<file path="src/rtl/burst_addr_gen.sv">
// Splits a beat-count transfer into 4KB-safe AXI INCR bursts with optional window wrap and credit-limited issue.
// Optional statistics outputs are enabled by defining BURST_ADDR_GEN_STATS_EN.
module burst_addr_gen #(
  parameter int ADDR_WIDTH      = 64,
  parameter int DATA_WIDTH      = 512,
  parameter int ID_WIDTH        = 2,
  parameter int MAX_OUTSTANDING = 8,
  parameter int CNT_WIDTH       = 40
) (
  input  logic                  clk,
  input  logic                  rst_n,
  input  logic                  start,
  input  logic [ADDR_WIDTH-1:0] src_addr,
  input  logic [CNT_WIDTH-1:0]  total_beats,
  input  logic [7:0]            max_len,
  input  logic                  wrap_en,
  input  logic [3:0]            wrap_len,
  input  logic                  abort,
  output logic [ADDR_WIDTH-1:0] axi_addr,
  output logic [7:0]            axi_len,
  output logic [ID_WIDTH-1:0]   axi_id,
  output logic                  axi_valid,
  input  logic                  axi_ready,
  input  logic                  cmpl_valid,
  output logic [7:0]            outstanding,
  output logic                  busy,
  output logic                  done
`ifdef BURST_ADDR_GEN_STATS_EN
  ,
  output logic [31:0]           stat_bursts,
  output logic [31:0]           stat_stall_cycles
`endif
);

  localparam int BEAT_BYTES = DATA_WIDTH / 8;
  localparam int BEAT_SHIFT = $clog2(BEAT_BYTES);
  localparam logic [7:0] MAX_OUT = 8'(MAX_OUTSTANDING);

  typedef enum logic [2:0] {
    ST_IDLE  = 3'd0,
    ST_CALC  = 3'd1,
    ST_ISSUE = 3'd2,
    ST_DRAIN = 3'd3,
    ST_DONE  = 3'd4
  } state_t;

  // Beats in the next burst: limited by max_len+1, the 4KB page end and the beats still owed.
  function automatic logic [8:0] burst_beats(input logic [11:0] page_off,
                                             input logic [CNT_WIDTH-1:0] rem,
                                             input logic [7:0] mlen);
    logic [12:0] btb;
    logic [12:0] lim;
    logic [12:0] cap;
    btb = (13'd4096 - {1'b0, page_off}) >> BEAT_SHIFT;
    lim = {4'd0, ({1'b0, mlen} + 9'd1)};
    cap = (btb < lim) ? btb : lim;
    cap = (rem < CNT_WIDTH'(cap)) ? rem[12:0] : cap;
    return cap[8:0];
  endfunction

  // Address following a burst; when wrapping, the bits above the window come from the job base.
  function automatic logic [ADDR_WIDTH-1:0] next_addr(input logic [ADDR_WIDTH-1:0] cur,
                                                      input logic [8:0] beats,
                                                      input logic [ADDR_WIDTH-1:0] base,
                                                      input logic wrap,
                                                      input logic [3:0] wl);
    logic [ADDR_WIDTH-1:0] inc;
    logic [ADDR_WIDTH-1:0] hi_mask;
    inc     = cur + (ADDR_WIDTH'(beats) << BEAT_SHIFT);
    hi_mask = {ADDR_WIDTH{1'b1}} << (5'd12 + {1'b0, wl});
    return wrap ? ((base & hi_mask) | (inc & ~hi_mask)) : inc;
  endfunction

  state_t                state_r;
  logic [ADDR_WIDTH-1:0] base_addr_r;
  logic [CNT_WIDTH-1:0]  total_r;
  logic [CNT_WIDTH-1:0]  remaining_r;
  logic [7:0]            max_len_r;
  logic                  wrap_en_r;
  logic [3:0]            wrap_len_r;
  logic                  abort_pend_r;
  logic [ADDR_WIDTH-1:0] axi_addr_r;
  logic [7:0]            axi_len_r;
  logic [ID_WIDTH-1:0]   axi_id_r;
  logic                  axi_valid_r;
  logic [7:0]            outstanding_r;
  logic                  busy_r;
  logic                  done_r;

  logic                  hs_s;
  logic                  cmpl_ok_s;
  logic [7:0]            out_nxt_s;
  logic                  credit_ok_s;
  logic [ADDR_WIDTH-1:0] cand_addr_s;
  logic [CNT_WIDTH-1:0]  cand_rem_s;
  logic [8:0]            cand_beats_s;

  // Handshake, credit bookkeeping and the candidate next burst.
  always_comb begin
    hs_s        = axi_valid_r & axi_ready;
    cmpl_ok_s   = cmpl_valid & (outstanding_r != 8'd0);
    out_nxt_s   = outstanding_r;
    cand_addr_s = base_addr_r;
    cand_rem_s  = total_r;
    if (hs_s && !cmpl_ok_s) begin
      out_nxt_s = outstanding_r + 8'd1;
    end else if (!hs_s && cmpl_ok_s) begin
      out_nxt_s = outstanding_r - 8'd1;
    end else begin
      out_nxt_s = outstanding_r;
    end
    credit_ok_s = (out_nxt_s < MAX_OUT);
    if (state_r == ST_CALC) begin
      cand_addr_s = base_addr_r;
      cand_rem_s  = total_r;
    end else begin
      cand_addr_s = next_addr(axi_addr_r, {1'b0, axi_len_r} + 9'd1, base_addr_r,
                              wrap_en_r, wrap_len_r);
      cand_rem_s  = remaining_r;
    end
    cand_beats_s = burst_beats(cand_addr_s[11:0], cand_rem_s, max_len_r);
  end

  // Control FSM with registered AXI address outputs.
  always_ff @(posedge clk) begin
    if (!rst_n) begin
      state_r       <= ST_IDLE;
      base_addr_r   <= {ADDR_WIDTH{1'b0}};
      total_r       <= {CNT_WIDTH{1'b0}};
      remaining_r   <= {CNT_WIDTH{1'b0}};
      max_len_r     <= 8'd0;
      wrap_en_r     <= 1'b0;
      wrap_len_r    <= 4'd0;
      abort_pend_r  <= 1'b0;
      axi_addr_r    <= {ADDR_WIDTH{1'b0}};
      axi_len_r     <= 8'd0;
      axi_id_r      <= {ID_WIDTH{1'b0}};
      axi_valid_r   <= 1'b0;
      outstanding_r <= 8'd0;
      busy_r        <= 1'b0;
      done_r        <= 1'b0;
    end else begin
      outstanding_r <= out_nxt_s;
      case (state_r)
        ST_IDLE: begin
          done_r <= 1'b0;
          if (start) begin
            base_addr_r  <= src_addr & ~ADDR_WIDTH'(BEAT_BYTES - 1);
            total_r      <= total_beats;
            max_len_r    <= max_len;
            wrap_en_r    <= wrap_en;
            wrap_len_r   <= wrap_len;
            abort_pend_r <= 1'b0;
            busy_r       <= 1'b1;
            state_r      <= ST_CALC;
          end else begin
            state_r <= ST_IDLE;
          end
        end
        ST_CALC: begin
          if (total_r == {CNT_WIDTH{1'b0}}) begin
            done_r  <= 1'b1;
            state_r <= ST_DONE;
          end else if (abort) begin
            state_r <= ST_DRAIN;
          end else begin
            axi_addr_r  <= cand_addr_s;
            axi_len_r   <= 8'(cand_beats_s - 9'd1);
            remaining_r <= cand_rem_s - CNT_WIDTH'(cand_beats_s);
            axi_valid_r <= credit_ok_s;
            state_r     <= ST_ISSUE;
          end
        end
        ST_ISSUE: begin
          if (hs_s) begin
            axi_id_r <= axi_id_r + {{(ID_WIDTH-1){1'b0}}, 1'b1};
            if ((remaining_r == {CNT_WIDTH{1'b0}}) || abort || abort_pend_r) begin
              axi_valid_r <= 1'b0;
              state_r     <= ST_DRAIN;
            end else begin
              axi_addr_r  <= cand_addr_s;
              axi_len_r   <= 8'(cand_beats_s - 9'd1);
              remaining_r <= cand_rem_s - CNT_WIDTH'(cand_beats_s);
              axi_valid_r <= credit_ok_s;
            end
          end else if (axi_valid_r) begin
            // A presented burst must complete; remember the abort for after it.
            abort_pend_r <= abort_pend_r | abort;
          end else if (abort || abort_pend_r) begin
            state_r <= ST_DRAIN;
          end else begin
            axi_valid_r <= credit_ok_s;
          end
        end
        ST_DRAIN: begin
          if (outstanding_r == 8'd0) begin
            done_r  <= 1'b1;
            state_r <= ST_DONE;
          end else begin
            state_r <= ST_DRAIN;
          end
        end
        ST_DONE: begin
          done_r  <= 1'b0;
          busy_r  <= 1'b0;
          state_r <= ST_IDLE;
        end
        default: begin
          axi_valid_r <= 1'b0;
          busy_r      <= 1'b0;
          done_r      <= 1'b0;
          state_r     <= ST_IDLE;
        end
      endcase
    end
  end

  assign axi_addr    = axi_addr_r;
  assign axi_len     = axi_len_r;
  assign axi_id      = axi_id_r;
  assign axi_valid   = axi_valid_r;
  assign outstanding = outstanding_r;
  assign busy        = busy_r;
  assign done        = done_r;

`ifdef BURST_ADDR_GEN_STATS_EN
  logic [31:0] stat_bursts_r;
  logic [31:0] stat_stall_r;

  // Saturating job statistics, cleared when a job is accepted.
  always_ff @(posedge clk) begin
    if (!rst_n) begin
      stat_bursts_r <= 32'd0;
      stat_stall_r  <= 32'd0;
    end else if ((state_r == ST_IDLE) && start) begin
      stat_bursts_r <= 32'd0;
      stat_stall_r  <= 32'd0;
    end else begin
      if (hs_s && (stat_bursts_r != 32'hFFFF_FFFF)) begin
        stat_bursts_r <= stat_bursts_r + 32'd1;
      end else begin
        stat_bursts_r <= stat_bursts_r;
      end
      if ((state_r == ST_ISSUE) && (stat_stall_r != 32'hFFFF_FFFF) &&
          ((axi_valid_r && !axi_ready) || (!axi_valid_r && (outstanding_r >= MAX_OUT)))) begin
        stat_stall_r <= stat_stall_r + 32'd1;
      end else begin
        stat_stall_r <= stat_stall_r;
      end
    end
  end

  assign stat_bursts       = stat_bursts_r;
  assign stat_stall_cycles = stat_stall_r;
`endif

endmodule

</file>
<file path="config.mk">
export PLATFORM = sky130hd
export DESIGN_NAME = burst_addr_gen
export DESIGN_NICKNAME = d
export VERILOG_FILES = /design/src/rtl/burst_addr_gen.sv
export SDC_FILE = /design/constraint.sdc
export NUM_CORES = 1
export LEC_CHECK = 0
export ABC_AREA = 1
export BUFFER_PORTS_ARGS = -buffer_cell sky130_fd_sc_hd__buf_4
export CORE_MARGIN = 2
export CORE_UTILIZATION = 35
export DETAILED_ROUTE_END_ITERATION = 6
export PLACE_DENSITY_LB_ADDON = 0.12
export REMOVE_ABC_BUFFERS = 1
export SLEW_MARGIN = 10
export SYNTH_ARGS = -nofsm -noshare
export SYNTH_HDL_FRONTEND = slang
export SYNTH_SLANG_ARGS = --single-unit
</file>
<file path="constraint.sdc">
create_clock -name clk -period 6.7 [get_ports clk]
set_input_delay 1.005 -clock clk [delete_from_list [all_inputs] [get_ports clk]]
set_output_delay 1.005 -clock clk [all_outputs]
set_load 0.03 [all_outputs]
</file>
==> results.json, run 1 <==
{
  "max_freq_mhz": 165,
  "power_density_relative_to_cell_area_nw_per_um2": 584,
  "fraction_of_layout_cells_with_a_size_suffix_above_1_pct": 16.1,
  "yosysTopAreaCellShare_pct": 32.8,
  "worstPathBufferInverterCount": 9,
  "placement.io_buffers": 201,
  "synth_enable_flop_cells": 0,
  "finClkSkew_ns": 0.0272,
  "die-height_um": 209,
  "gp_congestion": 0.886,
  "worst_setup_hold_path_clk_slew_ns": 0.06,
  "root_buffer": "clkbuf_16",
  "ys_top_cells_by_area": "dfxtp_1 (33%), nor2_1 (11%), nand2_1 (8.4%)",
  "share_seq_of_total_power_pct": 21.5,
  "drc": 0,
  "cpLargestDelayFamily": "simple AND/OR/NAND/NOR gates",
  "grt_setup_unrepaired": "true",
  "finalNonFillerCells": 2994,
  "timing_hold_violations_final": 0,
  "first_iter_violations": 787,
  "synthesis_stage_register_bit_count": 240,
  "run_status": "finished clean",
  "count_of_nets_after_finishing": 2597,
  "wire_per_inst_um": 15.7,
  "layout_common_cells": "nor2_1 (419), nand2_1 (329), inv_1 (272), dfxtp_1 (238), o21ai_0 (231)",
  "place.detailed.hpwl_um": 34000,
  "total_leakage_power_nw": 8.20,
  "number_of_global_route_vias_before_repair": 14300,
  "dieArea_um2": 43600,
  "finalSetupViolations": 0,
  "min_period_over_period_pct": 90.7,
  "most_common_library_cell_in_the_layout_ignoring_fill_and_taps": "nor2_1",
  "synth.lib_cells_used.distinct": 59,
  "power.combinational.fraction_pct": 63.5,
  "placed_cells_incl_taps": 2932,
  "critical_path.startpoint": "axi_len[2]$_SDFFE_PN0P_",
  "yosysWarningCount": 0,
  "worst_slew_pin_slew_ns": 1.11,
  "clkSinkCount": 240,
  "internal-power_mw": 4.98,
  "grt_antenna_before_repair": 7,
  "cp_endpoint_kind": "register",
  "startpoint_type": "register",
  "fin_setup_tns_ns": 0,
  "ant_nets": 0,
  "worstSetupPathType": "register to register",
  "area_growth_syn_to_layout_pct": 20.7,
  "gr-usage-all-layers_pct": 21.2,
  "worst-r2r-cell-count": 47,
  "gr_ovfl_total": 0,
  "timing.critical_path.arrival_ns": 6.55,
  "max-cap-violations": 0,
  "totalPowerFinal_mw": 10.3,
  "ff2ff_setup_slack_ns": 0.62,
  "grt_start_max_net_pins": 81,
  "power.switching_fraction_pct": 51.9,
  "die_x_um": 209,
  "viasPerCell": 4.94,
  "synth.cell_area_um2": 14700,
  "crit_slowest_cell": "dfxtp_1",
  "power.clock.fraction_pct": 15.0,
  "synth-async-reset-ratio_pct": 0,
  "initial_utilization_pct": 35.7,
  "hold_buffers": 0,
  "termination_of_the_worst_setup_path": "remaining_r[30]$_SDFFE_PN0P_",
  "syn-mean-instance-area_um2": 6.47,
  "hold_path_class": "register to register",
  "postLayoutCoreUtil_pct": 43.0,
  "final_critical_period_ns": 6.08,
  "vdd_drop_max_uv": 232,
  "critPathMaxStageDelay_ns": 0.42,
  "top_fanout_value_on_the_critical_path": 10,
  "num_vias": 14800,
  "reg2reg_from": "axi_len[2]$_SDFFE_PN0P_",
  "total_switching_power_mw": 5.36,
  "synth.largest_area_cell": "dfxtp_1",
  "routed_wirelength_um": 47100,
  "seq_area_frac_synth_pct": 32.8,
  "post_synth_inst_count": 2268,
  "detail_route.first_pass.iterations": 5,
  "dominantRegCellSynth": "dfxtp_1",
  "max_h_tree_level": 1,
  "tritoncts.num_buffers": 30,
  "clk_latency_ns": 0.58,
  "global_route_wire_length_before_repair_um": 75300,
  "core_um2": 41100,
  "drv_slew": 0,
  "max-clock-path-buffers": 3,
  "timing.rr.end": "remaining_r[30]$_SDFFE_PN0P_",
  "slew_headroom_pct": 25.4,
  "worstSetupPathDepth": 47,
  "timing.hold.ws_ns": 0.457,
  "tritoncts": "yes",
  "design.portCount": 208,
  "floorplan.rows": 74,
  "required_ns": 7.18,
  "final.fill_count": 4406
}
[what timing repair did]
item                                    in CTS  in global routing
setup buffers                                0                  4
endpoints found under the setup margin       0                 35
gates resized for setup                      0                 24
[per-stage QoR]
step	area [um2]	setup WS, ns
after detailed placement	16600	0.197
after CTS	17600	0.217
after global routing	17700	-0.0289
final	17700	0.624
after global placement	16600	0.287
after floorplan	14200	-0.0587
[flip-flops by register name, indices dropped and copies added (netlist names)]
signal / cells
axi_valid: 1
wrap_en_r: 1
max_len_r: 8
abort_pend_r: 1
remaining_r: 40
wrap_len_r: 4
axi_len: 8
total_r: 40
outstanding: 8
state_r: 3
axi_id: 2
done: 1
base_addr_r: 58
busy: 1
axi_addr: 64
[cells in the mapped netlist (10+ instances only)]
master	n
xnor2_1	10
o21ai_0	233
inv_2	24
ha_1	36
nor2_1	425
a21oi_1	160
nand2_1	330
xor2_1	62
inv_1	275
nor4_1	38
nor3_1	37
dfxtp_1	240
nand3_1	103
o21ai_1	34
clkbuf_1	75
or2_2	12
nand2_2	17
a31oi_1	11
nand4_1	33
[worst min-delay path by stage]
stage	from	end	cells past startpoint
after floorplan	base_addr_r[25]$_SDFFE_PN0P_	base_addr_r[25]$_SDFFE_PN0P_	2
after global placement	base_addr_r[25]$_SDFFE_PN0P_	base_addr_r[25]$_SDFFE_PN0P_	2
after detailed placement	base_addr_r[25]$_SDFFE_PN0P_	base_addr_r[25]$_SDFFE_PN0P_	2
after CTS	base_addr_r[6]$_SDFFE_PN0P_	base_addr_r[6]$_SDFFE_PN0P_	2
after global routing	base_addr_r[7]$_SDFFE_PN0P_	base_addr_r[7]$_SDFFE_PN0P_	2
final	base_addr_r[25]$_SDFFE_PN0P_	base_addr_r[25]$_SDFFE_PN0P_	2
[layout make-up]
type	instances	area (um2)	share of cell area (%)
multi-input cells	1632	8400	47.5
repair buffers	230	1740	9.83
clock inverters	10	60.1	0.339
clock buffers	45	878	4.96
flip-flops and latches	240	4810	27.2
inverters	302	1140	6.43
diodes	3	7.51	0.0424
well taps	532	666	3.76
[cell families (layout without fill, tap and decap cells)]
family | count (synthesis) | count (layout) | synth area share [%]
adder cells (fa/ha/maj) | 38 | 38 | 3.34
AND/OR/NAND/NOR | 1045 | 1045 | 31.8
buffers and inverters | 397 | 587 | 10.6
multiplexers | 2 | 2 | 0.137
AO/OA/AOI/OAI | 473 | 473 | 17.0
other | 1 | 5 | 0.0256
XOR/XNOR | 72 | 72 | 4.30
flip-flops | 240 | 240 | 32.8
[routing by layer]
metal	routed length [um]	global-route usage, %	up-vias
li1	-	-	7707
met2	21400	35.7	246
met5	71	0	-
met1	22400	28.1	6760
met3	2430	4.10	63
met4	826	4.73	10
[worst register-to-register path: cells and delay by family, from the launching register on]
kind                     cells  cell delay (ns)
XOR/XNOR                     1             0.16
buffers and inverters        9             0.63
AO/OA/AOI/OAI                7             0.96
flip-flops                   1             0.42
adder cells (fa/ha/maj)      5             1.51
AND/OR/NAND/NOR             25             2.34
[power by group through the flow]
stage | Sequential (mW) | Clock, mW | Combinational, mW
floorplan | 2.42 | 0 | 4.39
global placement | 2.24 | 0 | 6.28
detailed placement | 2.25 | 0 | 6.35
CTS | 2.22 | 1.60 | 6.39
global route | 2.29 | 1.65 | 7.44
finish | 2.22 | 1.55 | 6.57
(Power assumes the default switching activity.)
==> run 2, diff against run 1 <==
--- a/config.mk
+++ b/config.mk
@@ -5,7 +5,6 @@
 export SDC_FILE = /design/constraint.sdc
 export NUM_CORES = 1
 export LEC_CHECK = 0
-export ABC_AREA = 1
 export BUFFER_PORTS_ARGS = -buffer_cell sky130_fd_sc_hd__buf_4
 export CORE_MARGIN = 2
 export CORE_UTILIZATION = 35
==> run 2 against run 1 <==
Compared with the run above:
- the flow now finishes with violations (negative setup slack)
- final area grew 10%
- highest routed layer is now met4
- via count grew 4.3%
- wire length grew 8.1%
==> results.json, run 2 <==
{
  "run_status": "complete, but fails checks",
  "violations": "negative setup slack",
  "hp-start": "base_addr_r[37]$_SDFFE_PN0P_",
  "multi_input_area_um2": 9580,
  "holdPathEnd": "base_addr_r[37]$_SDFFE_PN0P_",
  "worst_setup_hold_path_clk_slew_ns": 0.06,
  "post_synth_inst_count": 1952,
  "num_vias": 15400,
  "min_period_over_period_pct": 115,
  "critPathMaxStageDelay_ns": 0.36,
  "n_antenna_cell": 0,
  "startpoint_type": "register",
  "finalSetupViolations": 37,
  "ff2ff_setup_slack_ns": -0.98,
  "max_h_tree_level": 1,
  "worstSetupPathType": "register to register",
  "area_growth_syn_to_layout_pct": 36.8,
  "design.portCount": 208,
  "holdPathStages": 2,
  "floorplan.rows": 73,
  "most_common_library_cell_in_the_layout_ignoring_fill_and_taps": "buf_4",
  "layout_setup_ws_ns": -0.985,
  "yosysTopAreaCellShare_pct": 33.7,
  "gr_ovfl_total": 0,
  "routed_wirelength_um": 51000,
  "slew_headroom_pct": 26.8,
  "synth.largest_area_cell": "dfxtp_1",
  "drc": 0,
  "synth.cell_area_um2": 14300,
  "gr-usage-all-layers_pct": 23.6,
  "cp_endpoint_kind": "register",
  "syn-mean-instance-area_um2": 7.31,
  "largest_register_ffs": 64,
  "tritoncts": "yes",
  "synth-async-reset-ratio_pct": 0,
  "viasPerCell": 5.45,
  "tritoncts.num_buffers": 31,
  "number_of_global_route_vias_before_repair": 14800,
  "fin_setup_tns_ns": -25.64,
  "initial_utilization_pct": 35.7,
  "first_iter_violations": 1142,
  "required_ns": 7.22,
  "grt_start_max_net_pins": 102,
  "count_of_nets_after_finishing": 2442,
  "timing_hold_violations_final": 0,
  "clkSinkCount": 240,
  "hold_path_class": "register to register",
  "detail_route.first_pass.iterations": 5,
  "die_x_um": 206,
  "global_route_wire_length_before_repair_um": 80600,
  "timing.hold.ws_ns": 0.450,
  "crit_path_most_repeated_cell": "buf_4",
  "synth_enable_flop_cells": 0,
  "hold_buffers": 0,
  "layout.area.seq_um2": 4810,
  "synthesis_stage_register_bit_count": 240,
  "top_fanout_value_on_the_critical_path": 5,
  "placement.io_buffers": 201,
  "max-cap-violations": 0,
  "synth.lib_cells_used.distinct": 94,
  "ys_top_cells_by_area": "dfxtp_1 (34%), nand2_1 (10%), a21oi_1 (8.5%)",
  "final_critical_period_ns": 7.68,
  "reg2reg_from": "axi_len[0]$_SDFFE_PN0P_",
  "max-clock-path-buffers": 3,
  "finClkSkew_ns": 0.0210,
  "worstPathBufferInverterCount": 12,
  "root_buffer": "clkbuf_16",
  "worst-r2r-cell-count": 44,
  "grt_antenna_before_repair": 0,
  "final.fill_count": 4015,
  "drv_slew": 0,
  "crit_slowest_cell": "dfxtp_4",
  "die-height_um": 206,
  "yosysWarningCount": 0,
  "max_freq_mhz": 130,
  "timing.critical_path.arrival_ns": 8.20,
  "fraction_of_layout_cells_with_a_size_suffix_above_1_pct": 27.1,
  "post-synth-top-count-cell": "nand2_1",
  "layout_common_cells": "buf_4 (398), nand2_1 (387), dfxtp_1 (238), a21oi_1 (227), nor2_1 (150)",
  "cpLargestDelayFamily": "compound AO/OA/AOI/OAI gates",
  "timing.rr.end": "remaining_r[20]$_SDFFE_PN0P_",
  "dieArea_um2": 42400,
  "dominantRegCellSynth": "dfxtp_1",
  "synth.top_cells.by_count": "nand2_1 (394), a21oi_1 (242), dfxtp_1 (240)",
  "seq_area_frac_synth_pct": 33.7,
  "ant_nets": 0,
  "grt_setup_unrepaired": "true",
  "clk_latency_ns": 0.58,
  "wire_per_inst_um": 18.0,
  "core_um2": 40000,
  "gp_congestion": 0.902,
  "worst_slew_pin_slew_ns": 1.09,
  "place.detailed.hpwl_um": 35100
}
-- run 2: changes by cell type in the layout (fill, tap and decap cells not counted), sizes merged, moves of 27 or more --
cell,before,now
mux2i,2,41
o21ai,270,122
buf,230,421
xor2,62,18
nor2,441,165
a211oi,3,32
and3,1,28
nand3,114,47
inv,298,38
nand2,353,394
a21oi,164,243
-- run 2: layout make-up --
type | instances | area share, %
Multi-Input combinational cell | 1550 | 49.0
Sequential cell | 240 | 24.6
Timing Repair Buffer | 421 | 16.7
Clock buffer | 45 | 4.70
Tap cell | 525 | 3.36
Clock inverter | 13 | 0.775
Inverter | 37 | 0.762
-- run 2: layer usage --
layer | track usage, % | wire length, um | vias to the layer above
met5 | 0 | 0 | -
met4 | 5.77 | 996 | 0
met3 | 4.35 | 3360 | 66
met2 | 37.3 | 22600 | 437
met1 | 33.2 | 24000 | 7300
li1 | - | - | 7622
-- run 2: repair_timing --
item,4_1_cts,5_1_grt
buffers inserted,28,16
gates resized for setup,107,84
setup endpoints to repair,44,45
pin swaps,63,78
-- run 2: logic make-up (layout without fill, tap and decap cells) --
logic type	after synthesis	in the layout	synth area share (%)
AOI/OAI and AO/OA	573	573	25.0
DFF	240	240	33.7
xor gates and xnor gates	41	41	2.57
other	1	2	0.0263
adders and majority gates	42	42	3.73
buffers and inverters	163	516	4.54
and+or+nand+nor	845	845	27.1
muxes	47	47	3.38
-- run 2: worst max-delay path by stage --
stage	from	to	cells past startpoint
6_report	axi_len[0]$_SDFFE_PN0P_	remaining_r[20]$_SDFFE_PN0P_	44
5_1_grt	axi_len[0]$_SDFFE_PN0P_	remaining_r[20]$_SDFFE_PN0P_	44
4_1_cts	axi_len[0]$_SDFFE_PN0P_	remaining_r[28]$_SDFFE_PN0P_	41
3_5_place_dp	axi_len[0]$_SDFFE_PN0P_	remaining_r[24]$_SDFFE_PN0P_	37
3_3_place_gp	axi_len[0]$_SDFFE_PN0P_	remaining_r[32]$_SDFFE_PN0P_	36
2_1_floorplan	state_r[0]$_SDFFE_PN0P_	remaining_r[32]$_SDFFE_PN0P_	32
-- run 2: worst register-to-register path, delay by kind of cell, from the launching register on --
| kind | cells | cell delay, ns |
|---|---|---|
| compound gates | 16 | 2.66 |
| buf+inv | 12 | 1.67 |
| fa+ha+maj | 6 | 1.53 |
| simple gates | 8 | 1.02 |
| flops | 1 | 0.36 |
| mux | 1 | 0.25 |
| xor+xnor | 1 | 0.13 |
-- run 2: stage by stage --
stage | worst slack [ns] | instance area [um2] | cells | util [%]
6_report | -0.985 | 19500 | 2831 | 48.8
5_1_grt | -1.33 | 19500 | 2831 | 48.8
4_1_cts | -0.888 | 19100 | 2822 | 47.7
3_5_place_dp | -1.47 | 17400 | 2740 | 43.5
3_3_place_gp | -1.19 | 17400 | 2740 | 43.5
2_1_floorplan | -3.65 | 13800 | 1827 | -
Power of run 2 is not shown: default switching activity piles up to over one toggle a cycle in this logic, so the estimate is an artifact.
